**config.mk**
```make
export PLATFORM = sky130hd
export DESIGN_NAME = tx_mailbox_scheduler
export DESIGN_NICKNAME = d
export VERILOG_FILES = /design/src/rtl/can_pkg.sv /design/src/rtl/tx_priority_select.sv /design/src/rtl/tx_mailbox_scheduler.sv
export SDC_FILE = /design/constraint.sdc
export NUM_CORES = 1
export LEC_CHECK = 0
export CAP_MARGIN = 20
export CORE_UTILIZATION = 47
export DETAILED_ROUTE_END_ITERATION = 8
export PLACE_DENSITY = 0.78
export SLEW_MARGIN = 20
export SYNTH_ARGS = -nofsm -noshare
export SYNTH_HDL_FRONTEND = slang
export SYNTH_HIERARCHICAL = 1
export SYNTH_SLANG_ARGS = --single-unit
```
**constraint.sdc**
```tcl
create_clock -name samplePoint -period 15.7 [get_ports samplePoint]
set_input_delay 4.71 -clock samplePoint [delete_from_list [all_inputs] [get_ports samplePoint]]
set_output_delay 4.71 -clock samplePoint [all_outputs]
set_load 0.1 [all_outputs]
```
**src/rtl/can_pkg.sv**
```systemverilog
// can_pkg: shared mailbox/ID sizes, scheduler states and the priority-key helper.
// Optional one-shot (no retry) mode is selected by ONE_SHOT_EN in the top.
package can_pkg;
    localparam int MB_N  = 4;
    localparam int ID_W  = 29;
    localparam int KEY_W = 30;
    localparam int SEL_W = 2;

    typedef enum logic [1:0] {IDLE, ARMED, SEND} state_t;

    // Lower key wins arbitration; base frames beat extended frames with equal base ID.
    function automatic logic [KEY_W-1:0] prio_key(input logic [ID_W-1:0] id, input logic ide);
        return ide ? {id[28:18], 1'b1, id[17:0]} : {id[10:0], 19'b0};
    endfunction
endpackage

```
**src/rtl/tx_priority_select.sv**
```systemverilog
// tx_priority_select: combinational lowest-key pick among pending mailboxes, ties to lowest index.
module tx_priority_select
    import can_pkg::*;
(
    input  logic [MB_N-1:0]      pending_i,
    input  logic [MB_N*ID_W-1:0] id_flat_i,
    input  logic [MB_N-1:0]      ide_i,
    output logic [SEL_W-1:0]     sel_o,
    output logic                 valid_o
);
    logic [KEY_W-1:0] key;
    logic [KEY_W-1:0] best;

    always_comb begin
        sel_o   = '0;
        valid_o = 1'b0;
        best    = '1;
        key     = '0;
        for (int i = 0; i < MB_N; i++) begin
            key = prio_key(id_flat_i[i*ID_W +: ID_W], ide_i[i]);
            if (pending_i[i] && (!valid_o || key < best)) begin
                sel_o   = SEL_W'(i);
                best    = key;
                valid_o = 1'b1;
            end
        end
    end
endmodule

```
**src/rtl/tx_mailbox_scheduler.sv**
```systemverilog
// tx_mailbox_scheduler: arbitrates 4 TX mailboxes onto one frame transmitter with retry and error count.
// Define ONE_SHOT_EN to make arbitration loss / errors final (txFail pulse, no retry).
module tx_mailbox_scheduler
    import can_pkg::*;
(
    input  logic                 samplePoint,
    input  logic                 reset,
    input  logic [MB_N-1:0]      txReq,
    input  logic [MB_N*ID_W-1:0] txIdFlat,
    input  logic [MB_N-1:0]      txIde,
    input  logic                 busIdle,
    input  logic                 txDone,
    input  logic                 arbLost,
    input  logic                 isError,
    output logic                 txStart,
    output logic [SEL_W-1:0]     txSel,
    output logic [ID_W-1:0]      txIdOut,
    output logic                 txIdeOut,
    output logic [MB_N-1:0]      txAck,
    output logic [MB_N-1:0]      txFail,
    output logic [MB_N-1:0]      pending,
    output logic                 txBusy,
    output logic [7:0]           errCount
);
    state_t           state_q;
    logic [MB_N-1:0]  pending_q, pending_d, ack_q, fail_q, sel_mask;
    logic [SEL_W-1:0] sel_q, pick;
    logic [ID_W-1:0]  id_q;
    logic             ide_q, start_q, pick_valid, in_send, clr;
    logic [7:0]       err_q, err_d;

    tx_priority_select u_sel (
        .pending_i (pending_q),
        .id_flat_i (txIdFlat),
        .ide_i     (txIde),
        .sel_o     (pick),
        .valid_o   (pick_valid)
    );

    always_comb begin
        in_send  = state_q == SEND;
        sel_mask = MB_N'(1) << sel_q;
`ifdef ONE_SHOT_EN
        clr = in_send && (isError || arbLost || txDone);
`else
        clr = in_send && !isError && !arbLost && txDone;
`endif
        // A new request in the same cycle as a clear keeps the mailbox pending.
        pending_d = (pending_q & ~(clr ? sel_mask : '0)) | txReq;
        err_d = !in_send ? err_q :
                isError ? (err_q == 8'hFF ? err_q : err_q + 8'd1) :
                (!arbLost && txDone && err_q != 8'd0) ? err_q - 8'd1 : err_q;
    end

    always_ff @(posedge samplePoint or posedge reset) begin
        if (reset) begin
            state_q   <= IDLE;
            pending_q <= '0;
            err_q     <= '0;
            start_q   <= 1'b0;
            ack_q     <= '0;
            fail_q    <= '0;
            sel_q     <= '0;
            id_q      <= '0;
            ide_q     <= 1'b0;
        end else begin
            pending_q <= pending_d;
            err_q     <= err_d;
            start_q   <= 1'b0;
            ack_q     <= '0;
            fail_q    <= '0;
            case (state_q)
                IDLE: if (|pending_q) state_q <= ARMED;
                ARMED: begin
                    if (!pick_valid) begin
                        state_q <= IDLE;
                    end else if (busIdle) begin
                        state_q <= SEND;
                        start_q <= 1'b1;
                        sel_q   <= pick;
                        id_q    <= txIdFlat[pick*ID_W +: ID_W];
                        ide_q   <= txIde[pick];
                    end
                end
                SEND: begin
                    if (isError || arbLost) begin
                        state_q <= IDLE;
`ifdef ONE_SHOT_EN
                        fail_q  <= sel_mask;
`endif
                    end else if (txDone) begin
                        state_q <= IDLE;
                        ack_q   <= sel_mask;
                    end
                end
                default: state_q <= IDLE;
            endcase
        end
    end

    assign txStart  = start_q;
    assign txSel    = sel_q;
    assign txIdOut  = id_q;
    assign txIdeOut = ide_q;
    assign txAck    = ack_q;
    assign txFail   = fail_q;
    assign pending  = pending_q;
    assign txBusy   = in_send;
    assign errCount = err_q;
endmodule

```
# Word level (Yosys, flattened, before mapping)
# Cells that the tools add are included.
# Widths: inputs -> output; s select.
[totals]
ff_bits = 51
input_bits = 130
out_inout_bits = 54
word_cells = 83
[op_classes]
addsub = 2
multipliers = 1
magnitude_cmp = 4
n_eq_ne = 7
shift = 2
muxes = 32
bitwise_logic = 3
n_reduce_logical = 24
[ops]
columns = ["cell", "count"]
rows = [
  ["$mux 30", 7],
  ["$shiftx 116x8->29", 1],
  ["$lt 30x30->1", 3],
  ["$mux 8", 3],
  ["$mux 4", 4],
  ["$mux 2", 7],
  ["$mux 1", 9],
  ["$reduce_and 3->1", 3],
  ["$add 8x1->8 const B", 1],
  ["$eq 8x8->1 const B", 1],
  ["$logic_and 1x1->1", 8],
  ["$reduce_bool 8->1", 1],
  ["$sub 8x1->8 const B", 1],
  ["$mul 2x5->7 const B", 1],
  ["$pmux 2 s3", 1],
  ["$logic_not 1->1", 5],
  ["$and 4x4->4", 1],
  ["$logic_or 1x1->1", 4],
  ["$ne 2x2->1 const B", 2],
  ["$not 4->4", 1],
  ["$or 4x4->4", 1],
  ["$reduce_or 4->1", 1],
  ["$shl 1x2->4 const A", 1],
  ["$lt 2x3->1 const B", 1],
  ["7 further kinds", 7],
]

# Logic depth before layout (Yosys ltp)
[depth]
ltp_word = 16
depth_mapped = 38
mapped_depth_nobuf = 31

# Cells and area by module
# Netlist, hierarchy kept.
[by_module_without_submodules]
columns = ["module", "n_inst", "cells_per_inst", "area_per_inst_um2", "seq_area_each_um2"]
rows = [
  ["tx_priority_select", 1, 508, 3910.0, 0.0],
  ["tx_mailbox_scheduler", 1, 211, 2974.1, 1276.2],
]

# Worst setup path after synthesis
# Ideal clock, no wire load.
[synth_timing]
path_type = "input to register"
from = "input port txIde[1]"
to = "register id_q[10] (netlist: txIdOut[10])"
setup_time_ns = 0.126
arrival_ns = 12.486
required_ns = 15.574
path_slack_ns = 3.088
path_stages = 35
n_path_buf = 6
cell_sequence = "buf_1 > mux2_2 > ha_1 > nand4_2 > or4_1 > or3_1 > o22a_1 > and2_4 > o21ai_4 > buf_12 > buf_12 > mux2i_1 > inv_1 > ha_1 > a21oi_1 > o21ai_1 > a221oi_1 > o21ai_1 > or3_1 > nand4b_1 > nand2b_1 > buf_6 > buf_12 > mux2i_1 > ha_1 > a2111oi_0 > o21ai_1 > a311oi_1 > o311a_1 > o2111ai_1 > a41o_1 > o211ai_1 > buf_6 > mux4_2 > mux2_2"
[synth_between]
elab_chain_len = 15
elab_cells_between_ends = 23
classes_between = "mul (1); order compare (3); shift (1); mux (9); reduce/logical (9)"
[synth_lines]
columns = ["item", "line", "rtl"]
rows = [
  ["from (decl)", "tx_mailbox_scheduler.sv:10", "input logic [MB_N-1:0] txIde,"],
  ["$mux 30 (*)", "can_pkg.sv:13", "return ide ? {id[28:18], 1'b1, id[17:0]} : {id[10:0], 19'b0};"],
  ["$lt 30x30->1", "tx_priority_select.sv:21", "if (pending_i[i] && (!valid_o || key < best)) begin"],
  ["$logic_or 1x1->1", "tx_priority_select.sv:21", ""],
  ["$logic_and 1x1->1", "tx_priority_select.sv:21", ""],
  ["$mux 30 or $mux 1 (tied branches)", "tx_priority_select.sv:21", ""],
  ["$lt 30x30->1 or $logic_not 1->1 (tied branches)", "tx_priority_select.sv:21", ""],
  ["$logic_or 1x1->1", "tx_priority_select.sv:21", ""],
  ["$logic_and 1x1->1", "tx_priority_select.sv:21", ""],
  ["$mux 30 or $mux 1 (tied branches)", "tx_priority_select.sv:21", ""],
  ["$lt 30x30->1 or $logic_not 1->1 (tied branches)", "tx_priority_select.sv:21", ""],
  ["$logic_or 1x1->1", "tx_priority_select.sv:21", ""],
  ["$logic_and 1x1->1", "tx_priority_select.sv:21", ""],
  ["$mux 2 (*)", "tx_priority_select.sv:21", ""],
  ["named net pick[0]", "tx_mailbox_scheduler.sv:27", "logic [SEL_W-1:0] sel_q, pick;"],
  ["$mul 2x5->7 (*)", "tx_mailbox_scheduler.sv:81", "id_q <= txIdFlat[pick*ID_W +: ID_W];"],
  ["$shiftx 116x8->29 (*)", "tx_mailbox_scheduler.sv:81", ""],
  ["to (signal assigned)", "tx_mailbox_scheduler.sv:81", ""],
  ["to (decl)", "tx_mailbox_scheduler.sv:28", "logic [ID_W-1:0] id_q;"],
]
# The timed path passes the listed nets; every way through them passes the cells marked *.
# A chain may end at the register's enable or synchronous reset.

# Worst setup path after layout
[layout_timing]
from = "input port txIde[1]"
to = "register id_q[8] (netlist: txIdOut[8])"
# Same word-level chain as after synthesis.

==> results.md <==
- Status: finished, final reports clean
- CTS Sinks: 51
- Distinct cells, synth: 66
- Reg clk slew, reported paths: 0.08 ns
- Top cell type's share of synthesized area: 18.54%
- Starting density of the core: 48.84%
- Cell with the most instances after synthesis: ha_1
- Crit Path Max Fanout: 33
- Overall routing resource usage: 28.13%
- CTS buffer count: 5
- Seq/Total Area, Yosys: 18.54%
- Largest net degree at the start of global routing: 52
- Later-pin clock latency in the skew report: 0.31 ns
- Synthesis-stage register bit count: 51
- Nets@finish: 1,108
- Peak supply drop: 0.0001257 V
- Via Count: 6,334
- Leading area contributor after synthesis: dfrtp_1
- Crit share post-route: 92.83%
- CP endpoint kind: register
- Reg-to-Reg End: txIdOut[8]
- DIE WIDTH: 123.0 um
- HP Start: state_q[1]
- WL final: 20,960 um
- Slew @ Worst Pin: 1.020 ns
- Finished Core Util: 63.07%
- Overflow after GRT: 0
- Port buffer count: 179
- Top Metal Used: met4
- Share of cells above drive strength 1: 14.58%
- Top cells by area, synth: dfrtp_1 (19%), ha_1 (17%), mux2_2 (11%), mux4_2 (9.8%), mux2i_1 (7.3%)
- Max incr delay on CP: 0.62 ns
- CP startpoint kind: input pin
- Hpwl dp: 16,450 um
- H-tree levels: 2
- Buf+Inv Stages, Crit Path: 6
- Synth Flop Type: dfrtp_1
- Rows: 43
- Worst EP arrival: 14.77 ns
- Die H: 123.0 um
- Critical path class: input pin to register
- Hold Path Stages: 1
- P_leak: 4.002 nW
- Met3 wire len: 1490 um
- R2r setup slk: 5.52 ns
- Worst path required time: 15.89 ns
- Hold Path End: state_q[0]
- Pre-antenna DRT Iters: 5
- Max Cap Viol: 0
- Die Area: 0.01514 mm2
- Slowest CP cell: o21ai_4
- Final Hold Fails: 0
- Critical Path Source: txIde[1]
- Worst clock skew: 0.007424 ns
- Longest Clk Path Bufs: 2
- Async set or reset register ratio after synthesis: 100.0%
- FMAX: 68.62 MHz
- Max-slew violation count: 0
- Syn avg cell area: 9.575 um2
- Syn-to-layout area delta: 29.15%
- Synth warn: 6
- Most frequent CP cell: buf_4
- Slew headroom: 31.77%
- DRC Markers: 0
- DR WL met2: 9611 um
- Final setup TNS: 0 ns
- Post-CTS Hold Fix Bufs: 0
- Initial antenna violation count: 0
- Clock root cell: clkbuf_16
- Tightest Hold Check Type: register to register
- Area of the core: 0.01410 mm2
- Vias in the first global route: 6,213
- Routability cong.: 0.9241
- Post-Synthesis Cells: 719
- Diodes inserted: 0
- Mapped cell area: 0.006884 mm2
- RSZ-0062 raised after global routing: no
- Setup Buffers After CTS: 0
- Post-synth EDFFs: 0
- Resized cells post-CTS: 0
- Pwr Density: 157.8 mW/mm2
- Reg2reg start: pending[0]
- Final period demand of the worst path: 14.57 ns
- Initial detailed-routing violation count: 418
- Reg2reg path depth: 31
- Largest delay share family, worst path: compound AO/OA/AOI/OAI gates
- Vias/cell: 5.947
- Synth top cells by count: ha_1 (93), inv_1 (66), mux2_2 (65)
- Metal1 wirelength: 9311 um
- Post-route ant nets: 0
- Setup Viol. Count Final: 0
- Routed length per instance: 19.68 um
- First-pass GRT wire length: 32,600 um
- Top Ports: 184
- CTS tree: built
## registers in the layout (all words and copies together), names as in the netlist
signal / flops
txIdOut: 29
errCount: 8
pending: 4
txAck: 4
state_q: 2
txSel: 2
txIdeOut: 1
txStart: 1
## how the worst max path moves through the flow
stage	slack [ns]	end	cells past startpoint
after floorplan	3.09	txIdOut[10]	35
after global placement	1.23	txIdOut[10]	34
after detailed placement	1.04	txIdOut[15]	34
after CTS	1.30	txIdeOut	33
after global routing	0.64	txIdOut[16]	35
final	1.13	txIdOut[8]	32
## through the flow
| step | hold slack (ns) | setup slack [ns] | area (um2) | cells | power [W] |
|---|---|---|---|---|---|
| floorplan | 0.4070 | 3.088 | 6895 | 722 | 0.001043 |
| global placement | 0.4393 | 1.231 | 8738 | 1057 | 0.001261 |
| detailed placement | 0.4406 | 1.043 | 8738 | 1057 | 0.001277 |
| CTS | 0.4620 | 1.299 | 8891 | 1065 | 0.001403 |
| global route | 0.4888 | 0.6400 | 8891 | 1065 | 0.001470 |
| finish | 0.4679 | 1.126 | 8891 | 1065 | 0.001403 |
## metal layers
layer | up-vias | global-route usage (%)
met1 | 3012 | 38.62
met3 | 36 | 3.413
met5 | - | 0
met2 | 288 | 45.51
li1 | 2998 | -
met4 | 0 | 10.09
## kinds of logic after synthesis
kind of cell               count (synthesis)  share of synthesized area (%)
DFF                                       51                          18.54
adders and majority gates                 94                          17.19
xor gates and xnor gates                   7                         0.8906
buffers and inverters                    103                          7.488
AOI/OAI and AO/OA                        136                          12.98
and+or+nand+nor                          175                          13.94
muxes                                    152                          28.92
other                                      1                        0.05447
## layout by cell type (no fill, tap or decap), types with 4 or more instances in the layout
cell type        count
inv_1               65
a211oi_1            14
buf_4               12
nor3_1               9
o21ai_0             20
dfrtp_1             51
nand2b_1             6
mux2i_1             50
clkdlybuf4s50_1    179
a21o_1               7
mux2_2              65
conb_1               4
o21ai_1              7
and4_1               4
mux4_2              30
xnor2_1              5
nor2b_1             14
nand4_1             14
a21oi_1             50
nand3_1             13
a211oi_2             4
o211ai_1             6
clkbuf_16            5
ha_1                93
nor2_1              16
mux2_1               6
o21bai_1             4
nand2_1             48
and2_1              33
## layout make-up
type	count	area, um2
Inverter	67	251.5
Timing Repair Buffer	191	1882
Multi-Input combinational cell	568	5104
Tap cell	180	225.2
Clock buffer	5	125.1
Clock inverter	3	27.53
Sequential cell	51	1276
Fill cell	1185	5205
## report_power, final
part	switching (W)	total [W]	internal, W
registers	0.0000457	0.000233	0.000188
logic	0.000682	0.00105	0.000365
clock network	0.0000611	0.000122	0.0000612
(Power assumes the default switching activity.)
